<file path="src/rtl/io_bus_initiator.sv">
// Single-master IO bus initiator: queued valid/ready commands become one-cycle bus accesses with a response slot.
// Optional halt-on-error behaviour is enabled with `define IO_INITIATOR_HALT_ON_ERR_EN.
module io_bus_initiator #(
  parameter int CCmdDepth = 4
) (
  input  logic        AClkH,
  input  logic        AResetH,
  input  logic        AClkHEn,
  input  logic        ACmdVld,
  output logic        ACmdRdy,
  input  logic        ACmdWr,
  input  logic [1:0]  ACmdSize,
  input  logic [15:0] ACmdAddr,
  input  logic [63:0] ACmdData,
  output logic        ARspVld,
  input  logic        ARspRdy,
  output logic [63:0] ARspData,
  output logic [1:0]  ARspStat,
  output logic        ARspWr,
  output logic [15:0] AIoAddr,
  output logic [63:0] AIoMosi,
  output logic [3:0]  AIoWrSize,
  output logic [3:0]  AIoRdSize,
  input  logic [63:0] AIoMiso,
  input  logic        AIoAddrAck,
  input  logic        AIoAddrErr,
  output logic        AErrSticky,
  input  logic        AErrClr
);

  localparam int AW = (CCmdDepth > 1) ? $clog2(CCmdDepth) : 1;
  localparam int CW = AW + 1;
  localparam logic [CW-1:0] DepthC = CW'(CCmdDepth);

  typedef enum logic [1:0] {
    IDLE   = 2'd0,
    ACCESS = 2'd1,
    HALT   = 2'd2
  } state_e;

  typedef struct packed {
    logic        wr;
    logic [1:0]  size;
    logic [15:0] addr;
    logic [63:0] data;
  } cmd_t;

  cmd_t          fifo_mem [CCmdDepth];
  cmd_t          head;
  logic [AW-1:0] wr_ptr_q, wr_ptr_d, rd_ptr_q, rd_ptr_d;
  logic [CW-1:0] cnt_q, cnt_d;
  state_e        state_q, state_d;

  logic [15:0]   io_addr_q, io_addr_d;
  logic [63:0]   io_mosi_q, io_mosi_d;
  logic [3:0]    io_wr_size_q, io_wr_size_d;
  logic [3:0]    io_rd_size_q, io_rd_size_d;
  logic          acc_wr_q, acc_wr_d;
  logic [1:0]    acc_size_q, acc_size_d;

  logic          rsp_vld_q, rsp_vld_d;
  logic [63:0]   rsp_data_q, rsp_data_d;
  logic [1:0]    rsp_stat_q, rsp_stat_d;
  logic          rsp_wr_q, rsp_wr_d;
  logic          sticky_q, sticky_d;

  logic          push, issue, slot_free;
  logic [1:0]    bus_stat;

  function automatic logic [63:0] size_mask(input logic [1:0] s);
    case (s)
      2'd0:    return 64'h0000_0000_0000_00FF;
      2'd1:    return 64'h0000_0000_0000_FFFF;
      2'd2:    return 64'h0000_0000_FFFF_FFFF;
      default: return 64'hFFFF_FFFF_FFFF_FFFF;
    endcase
  endfunction

  function automatic logic [3:0] size_onehot(input logic [1:0] s);
    return 4'b0001 << s;
  endfunction

  assign ACmdRdy    = (cnt_q != DepthC);
  assign push       = ACmdVld & ACmdRdy & AClkHEn;
  assign slot_free  = ~rsp_vld_q | ARspRdy;
  assign head       = fifo_mem[rd_ptr_q];

  always_comb begin
    case ({AIoAddrAck, AIoAddrErr})
      2'b10:   bus_stat = 2'b00;
      2'b01:   bus_stat = 2'b01;
      2'b00:   bus_stat = 2'b10;
      default: bus_stat = 2'b11;
    endcase
  end

  // Storage only; validity is tracked by the pointers so reset need not clear it.
  always_ff @(posedge AClkH) begin
    if (push) begin
      fifo_mem[wr_ptr_q] <= '{wr: ACmdWr, size: ACmdSize, addr: ACmdAddr, data: ACmdData};
    end
  end

  always_comb begin
    state_d      = state_q;
    wr_ptr_d     = wr_ptr_q;
    rd_ptr_d     = rd_ptr_q;
    cnt_d        = cnt_q;
    io_addr_d    = io_addr_q;
    io_mosi_d    = io_mosi_q;
    io_wr_size_d = io_wr_size_q;
    io_rd_size_d = io_rd_size_q;
    acc_wr_d     = acc_wr_q;
    acc_size_d   = acc_size_q;
    rsp_vld_d    = rsp_vld_q;
    rsp_data_d   = rsp_data_q;
    rsp_stat_d   = rsp_stat_q;
    rsp_wr_d     = rsp_wr_q;
    sticky_d     = sticky_q;
    issue        = 1'b0;

    if (AClkHEn) begin
      if (rsp_vld_q && ARspRdy) begin
        rsp_vld_d = 1'b0;
      end

      case (state_q)
        IDLE: begin
          if ((cnt_q != '0) && slot_free) begin
            issue        = 1'b1;
            io_addr_d    = head.addr;
            io_mosi_d    = head.wr ? (head.data & size_mask(head.size)) : 64'h0;
            io_wr_size_d = head.wr ? size_onehot(head.size) : 4'b0000;
            io_rd_size_d = head.wr ? 4'b0000 : size_onehot(head.size);
            acc_wr_d     = head.wr;
            acc_size_d   = head.size;
            state_d      = ACCESS;
          end
        end
        ACCESS: begin
          rsp_vld_d    = 1'b1;
          rsp_data_d   = acc_wr_q ? 64'h0 : (AIoMiso & size_mask(acc_size_q));
          rsp_stat_d   = bus_stat;
          rsp_wr_d     = acc_wr_q;
          io_addr_d    = 16'h0;
          io_mosi_d    = 64'h0;
          io_wr_size_d = 4'b0000;
          io_rd_size_d = 4'b0000;
          state_d      = IDLE;
`ifdef IO_INITIATOR_HALT_ON_ERR_EN
          if (bus_stat != 2'b00) begin
            state_d = HALT;
          end
`endif
        end
        HALT: begin
`ifdef IO_INITIATOR_HALT_ON_ERR_EN
          if (AErrClr) begin
            state_d = IDLE;
          end
`else
          state_d = IDLE;
`endif
        end
        default: state_d = IDLE;
      endcase

`ifdef IO_INITIATOR_HALT_ON_ERR_EN
      // A fresh error outranks a simultaneous clear.
      if ((state_q == ACCESS) && (bus_stat != 2'b00)) begin
        sticky_d = 1'b1;
      end else if (AErrClr) begin
        sticky_d = 1'b0;
      end
`endif

      if (push) begin
        wr_ptr_d = wr_ptr_q + AW'(1);
      end
      if (issue) begin
        rd_ptr_d = rd_ptr_q + AW'(1);
      end
      cnt_d = cnt_q + CW'(push) - CW'(issue);
    end
  end

  always_ff @(posedge AClkH or posedge AResetH) begin
    if (AResetH) begin
      state_q      <= IDLE;
      wr_ptr_q     <= '0;
      rd_ptr_q     <= '0;
      cnt_q        <= '0;
      io_addr_q    <= 16'h0;
      io_mosi_q    <= 64'h0;
      io_wr_size_q <= 4'b0000;
      io_rd_size_q <= 4'b0000;
      acc_wr_q     <= 1'b0;
      acc_size_q   <= 2'b00;
      rsp_vld_q    <= 1'b0;
      rsp_data_q   <= 64'h0;
      rsp_stat_q   <= 2'b00;
      rsp_wr_q     <= 1'b0;
      sticky_q     <= 1'b0;
    end else begin
      state_q      <= state_d;
      wr_ptr_q     <= wr_ptr_d;
      rd_ptr_q     <= rd_ptr_d;
      cnt_q        <= cnt_d;
      io_addr_q    <= io_addr_d;
      io_mosi_q    <= io_mosi_d;
      io_wr_size_q <= io_wr_size_d;
      io_rd_size_q <= io_rd_size_d;
      acc_wr_q     <= acc_wr_d;
      acc_size_q   <= acc_size_d;
      rsp_vld_q    <= rsp_vld_d;
      rsp_data_q   <= rsp_data_d;
      rsp_stat_q   <= rsp_stat_d;
      rsp_wr_q     <= rsp_wr_d;
      sticky_q     <= sticky_d;
    end
  end

`ifndef IO_INITIATOR_HALT_ON_ERR_EN
  logic unused_err_clr;
  assign unused_err_clr = AErrClr;
`endif

  assign AIoAddr    = io_addr_q;
  assign AIoMosi    = io_mosi_q;
  assign AIoWrSize  = io_wr_size_q;
  assign AIoRdSize  = io_rd_size_q;
  assign ARspVld    = rsp_vld_q;
  assign ARspData   = rsp_data_q;
  assign ARspStat   = rsp_stat_q;
  assign ARspWr     = rsp_wr_q;
  assign AErrSticky = sticky_q;

endmodule

</file>
<file path="config.mk">
export PLATFORM = sky130hd
export DESIGN_NAME = io_bus_initiator
export DESIGN_NICKNAME = d
export VERILOG_FILES = /design/src/rtl/io_bus_initiator.sv
export SDC_FILE = /design/constraint.sdc
export NUM_CORES = 1
export LEC_CHECK = 0
export CAP_MARGIN = 20
export CORE_UTILIZATION = 35
export CTS_CLUSTER_SIZE = 12
export DETAILED_ROUTE_END_ITERATION = 8
export GPL_ROUTABILITY_DRIVEN = 0
export SETUP_SLACK_MARGIN = 0.2
export SLEW_MARGIN = 10
export SYNTH_ARGS = -nofsm -noshare
export SYNTH_HDL_FRONTEND = slang
export SYNTH_SLANG_ARGS = --single-unit
</file>
<file path="constraint.sdc">
create_clock -name AClkH -period 5 [get_ports AClkH]
set_input_delay 0.75 -clock AClkH [delete_from_list [all_inputs] [get_ports AClkH]]
set_output_delay 0.75 -clock AClkH [all_outputs]
set_load 0.1 [all_outputs]
</file>
==> qor.csv <==
stage,metric,value,unit
floorplanning,core_area,51500,um^2
synthesis,synth_largest_area_cell,edfxtp_1,
synthesis,syn_area,18300,um^2
synthesis,synth.ff_latch_count,499,
route,drcViolationCount,0,
synthesis,ys_seq_area_share,77.4,%
sta,period_needed,3120,ps
power,vdd_ir_drop_max,0.342,mV
sta,max_slew_margin,26.6,%
layout,nFillCells,4424,
clocking,cts_root_buf,clkbuf_16,
power,leakagePower,8.69,nW
layout,num-nets-final,1384,
synthesis,synth_commonest_cells,"332 x edfxtp_1, 167 x dfrtp_1, 114 x a22o_1",
sta,final.period_utilization,62.3,%
sta,fin_skew,23.7,ps
sta,report.final.setup_viol,0,
setup_path,cp.arrival,2370,ps
floorplanning,die-area,53200,um^2
clocking,post_cts_buffers,0,
setup_path,required,4250,ps
global_routing,track_usage,16.1,%
floorplanning,start_util,35.5,%
route,finalWirelength,42.2,mm
clocking,path_clk_slew,60,ps
power,p_seq_share,35.2,%
placement,hpwlAfterDp,25.0,mm
setup_path,rr_worst_depth,6,
setup_path,ff2ff_setup_slack,2450,ps
global_routing,grt_antenna_before_repair,3,
synthesis,syn_inst,892,
setup_path,reg2reg_from,rd_ptr_q[0],
sta,drv_slew,0,
global_routing,grt_max_degree,112,
synthesis,syn-num-nets,1056,
status,outcome,finished clean,
synthesis,yosysTopAreaCellShare,54.5,%
clocking,clk_path_buf_depth,3,
floorplanning,die_y,231,um
power,switchingPower,6.68,mW
synthesis,ys_types,38,
clocking,cts_sinks,499,
route,vias,9531,
global_routing,first_global_vias,10300,
global_routing,grt_pass1_wl,64.1,mm
synthesis,yosysWarnings,0,
layout,drive_above_1_share,15.7,%
floorplanning,die_w,231,um
setup_path,critPathMaxFanout,5,
power,sw_frac_of_total,41.9,%
placement,dp_slack,1630,ps
route,viasPerCell,4.90,
clocking,htree_levels,2,
route,first_iter_violations,439,
setup_path,worstSetupPathType,reg2out,
hold_path,hold_class,reg2reg,
synthesis,synth-edff-count,332,
job,maxCapViolations,0,
clocking,cts-resized-gates,0,
route,routedWlPerCell,21.7,um
setup_path,worstSetupStartpointType,flip-flop,
route,ant_nets,0,
synthesis,synth-async-reset-ratio,33.5,%
synthesis,synth_flop_cell,edfxtp_1,
hold_path,holdPathStages,2,
sta,final_hold_viol_count,0,
synthesis,syn_area_per_cell,20.5,um^2
setup_path,startpoint,cnt_q[1],
sta,tightest_slew,1100,ps
power,pwr-share-comb,41.4,%
layout,syn2layout_area_growth,30.4,%
clocking,cts_tree,done,
global_routing,grt-ovfl-total,0,
setup_path,worstReg2RegEnd,AIoMosi[57],
layout,finish.instance_area,23900,um^2
clocking,cts_hold_repair.buffers,0,
clocking,cts_inserted_buffers,53,
setup_path,cp-end-kind,output pin,
synthesis,synth.most_common_cell,edfxtp_1,
setup_path,crit_end,ACmdRdy,
clocking,clock_latency,610,ps
power,clockPowerShare,23.4,%
sta,hold_slack,487,ps
power,power_density,668,nW/um^2
sta,tns,0,ps
floorplanning,ios,313,
floorplanning,rows,83,
sta,rsz0062_at_grt,no,
synthesis,synth_area_leaders,"edfxtp_1 55%, dfrtp_1 23%, mux4_2 10%, a22o_1 5.5%, o2bb2ai_1 0.86%",
placement,numPortBuffers,310,
placement,placed_area,22200,um^2
sta,worst_slack,1880,ps
route,firstDrtPassIters,4,
power,p_int,9.26,mW
sta,max_clock_freq,321,MHz
## sequential cells by signal (all words and copies together) (netlist names)
signal      count
ARspData       64
AIoAddr        16
AIoMosi        64
cnt_q           3
AIoWrSize       4
rd_ptr_q        2
ARspStat        2
wr_ptr_q        2
fifo_mem      332
acc_size_q      2
ARspVld         1
acc_wr_q        1
ARspWr          1
state_q         1
AIoRdSize       4
## final cells by class
type                    instances  area [um^2]  share of cell area (%)
inverters                      26          101                   0.425
repair buffers                327         3310                    13.9
clock inverters                17          170                   0.713
well taps                     680          851                    3.57
multi-input cells             313         3770                    15.8
flip-flops and latches        499        14200                    59.3
diodes                          1         2.50                  0.0105
clock buffers                  82         1510                    6.31
## through the flow
step	std cells	utilization (%)	power, mW
after floorplan	892	-	10.7
after global placement	1845	43.1	12.4
after detailed placement	1845	43.1	12.4
after CTS	1944	46.3	16.2
after global routing	1944	46.3	16.6
final	1945	46.3	15.9
## power by group through the flow
stage | Clock (mW) | Combinational (mW) | Sequential, mW
final | 3.73 | 6.60 | 5.61
after global routing | 4.00 | 6.92 | 5.70
after CTS | 3.85 | 6.72 | 5.63
after detailed placement | 0 | 6.71 | 5.70
after global placement | 0 | 6.68 | 5.67
after floorplan | 0 | 1.95 | 8.70
## per-layer routing
layer | vias to the layer above | global-route usage (%) | share of wire (%)
met5 | - | 0 | 0.064
li1 | 4251 | - | -
met1 | 4909 | 20.1 | 41
met4 | 4 | 4.80 | 2.1
met2 | 306 | 26.6 | 48
met3 | 61 | 5.24 | 8.3
## how the worst min path moves through the flow
stage	startpoint	to	slack, ps
floorplan	acc_size_q[0]	acc_size_q[0]	470
finish	ARspData[2]	ARspData[2]	490
global route	ARspData[2]	ARspData[2]	500
CTS	AIoWrSize[3]	AIoWrSize[3]	490
detailed placement	AIoWrSize[3]	AIoWrSize[3]	470
global placement	ARspData[2]	ARspData[2]	460
## cell families (layout without fill, tap and decap cells)
kind of cell	after synthesis	count (layout)	synth area share, %
multiplexers	87	87	10.5
adder cells (fa/ha/maj)	9	9	0.657
XOR/XNOR	5	5	0.239
flip-flops	499	499	77.4
AO/OA/AOI/OAI	159	159	7.43
buffers and inverters	80	452	2.17
other	1	2	0.0205
AND/OR/NAND/NOR	52	52	1.67
## worst max-delay path: stages, from the launching register on
cell             delay (ps)
dfrtp_1                 450
nor2_1                   70
nand2_1                  80
clkdlybuf4s50_1        1160
## cell usage in the layout (no fill, tap or decap), drive strengths merged, types with 12 or more instances in the layout
master,n
clkinv,12
nand2,20
edfxtp,332
o2bb2ai,18
dfrtp,167
mux4,83
o21ai,12
inv,26
clkbuf,82
buf,17
a32o,12
a22o,114
clkdlybuf4s50,310
(Power assumes the default switching activity.)
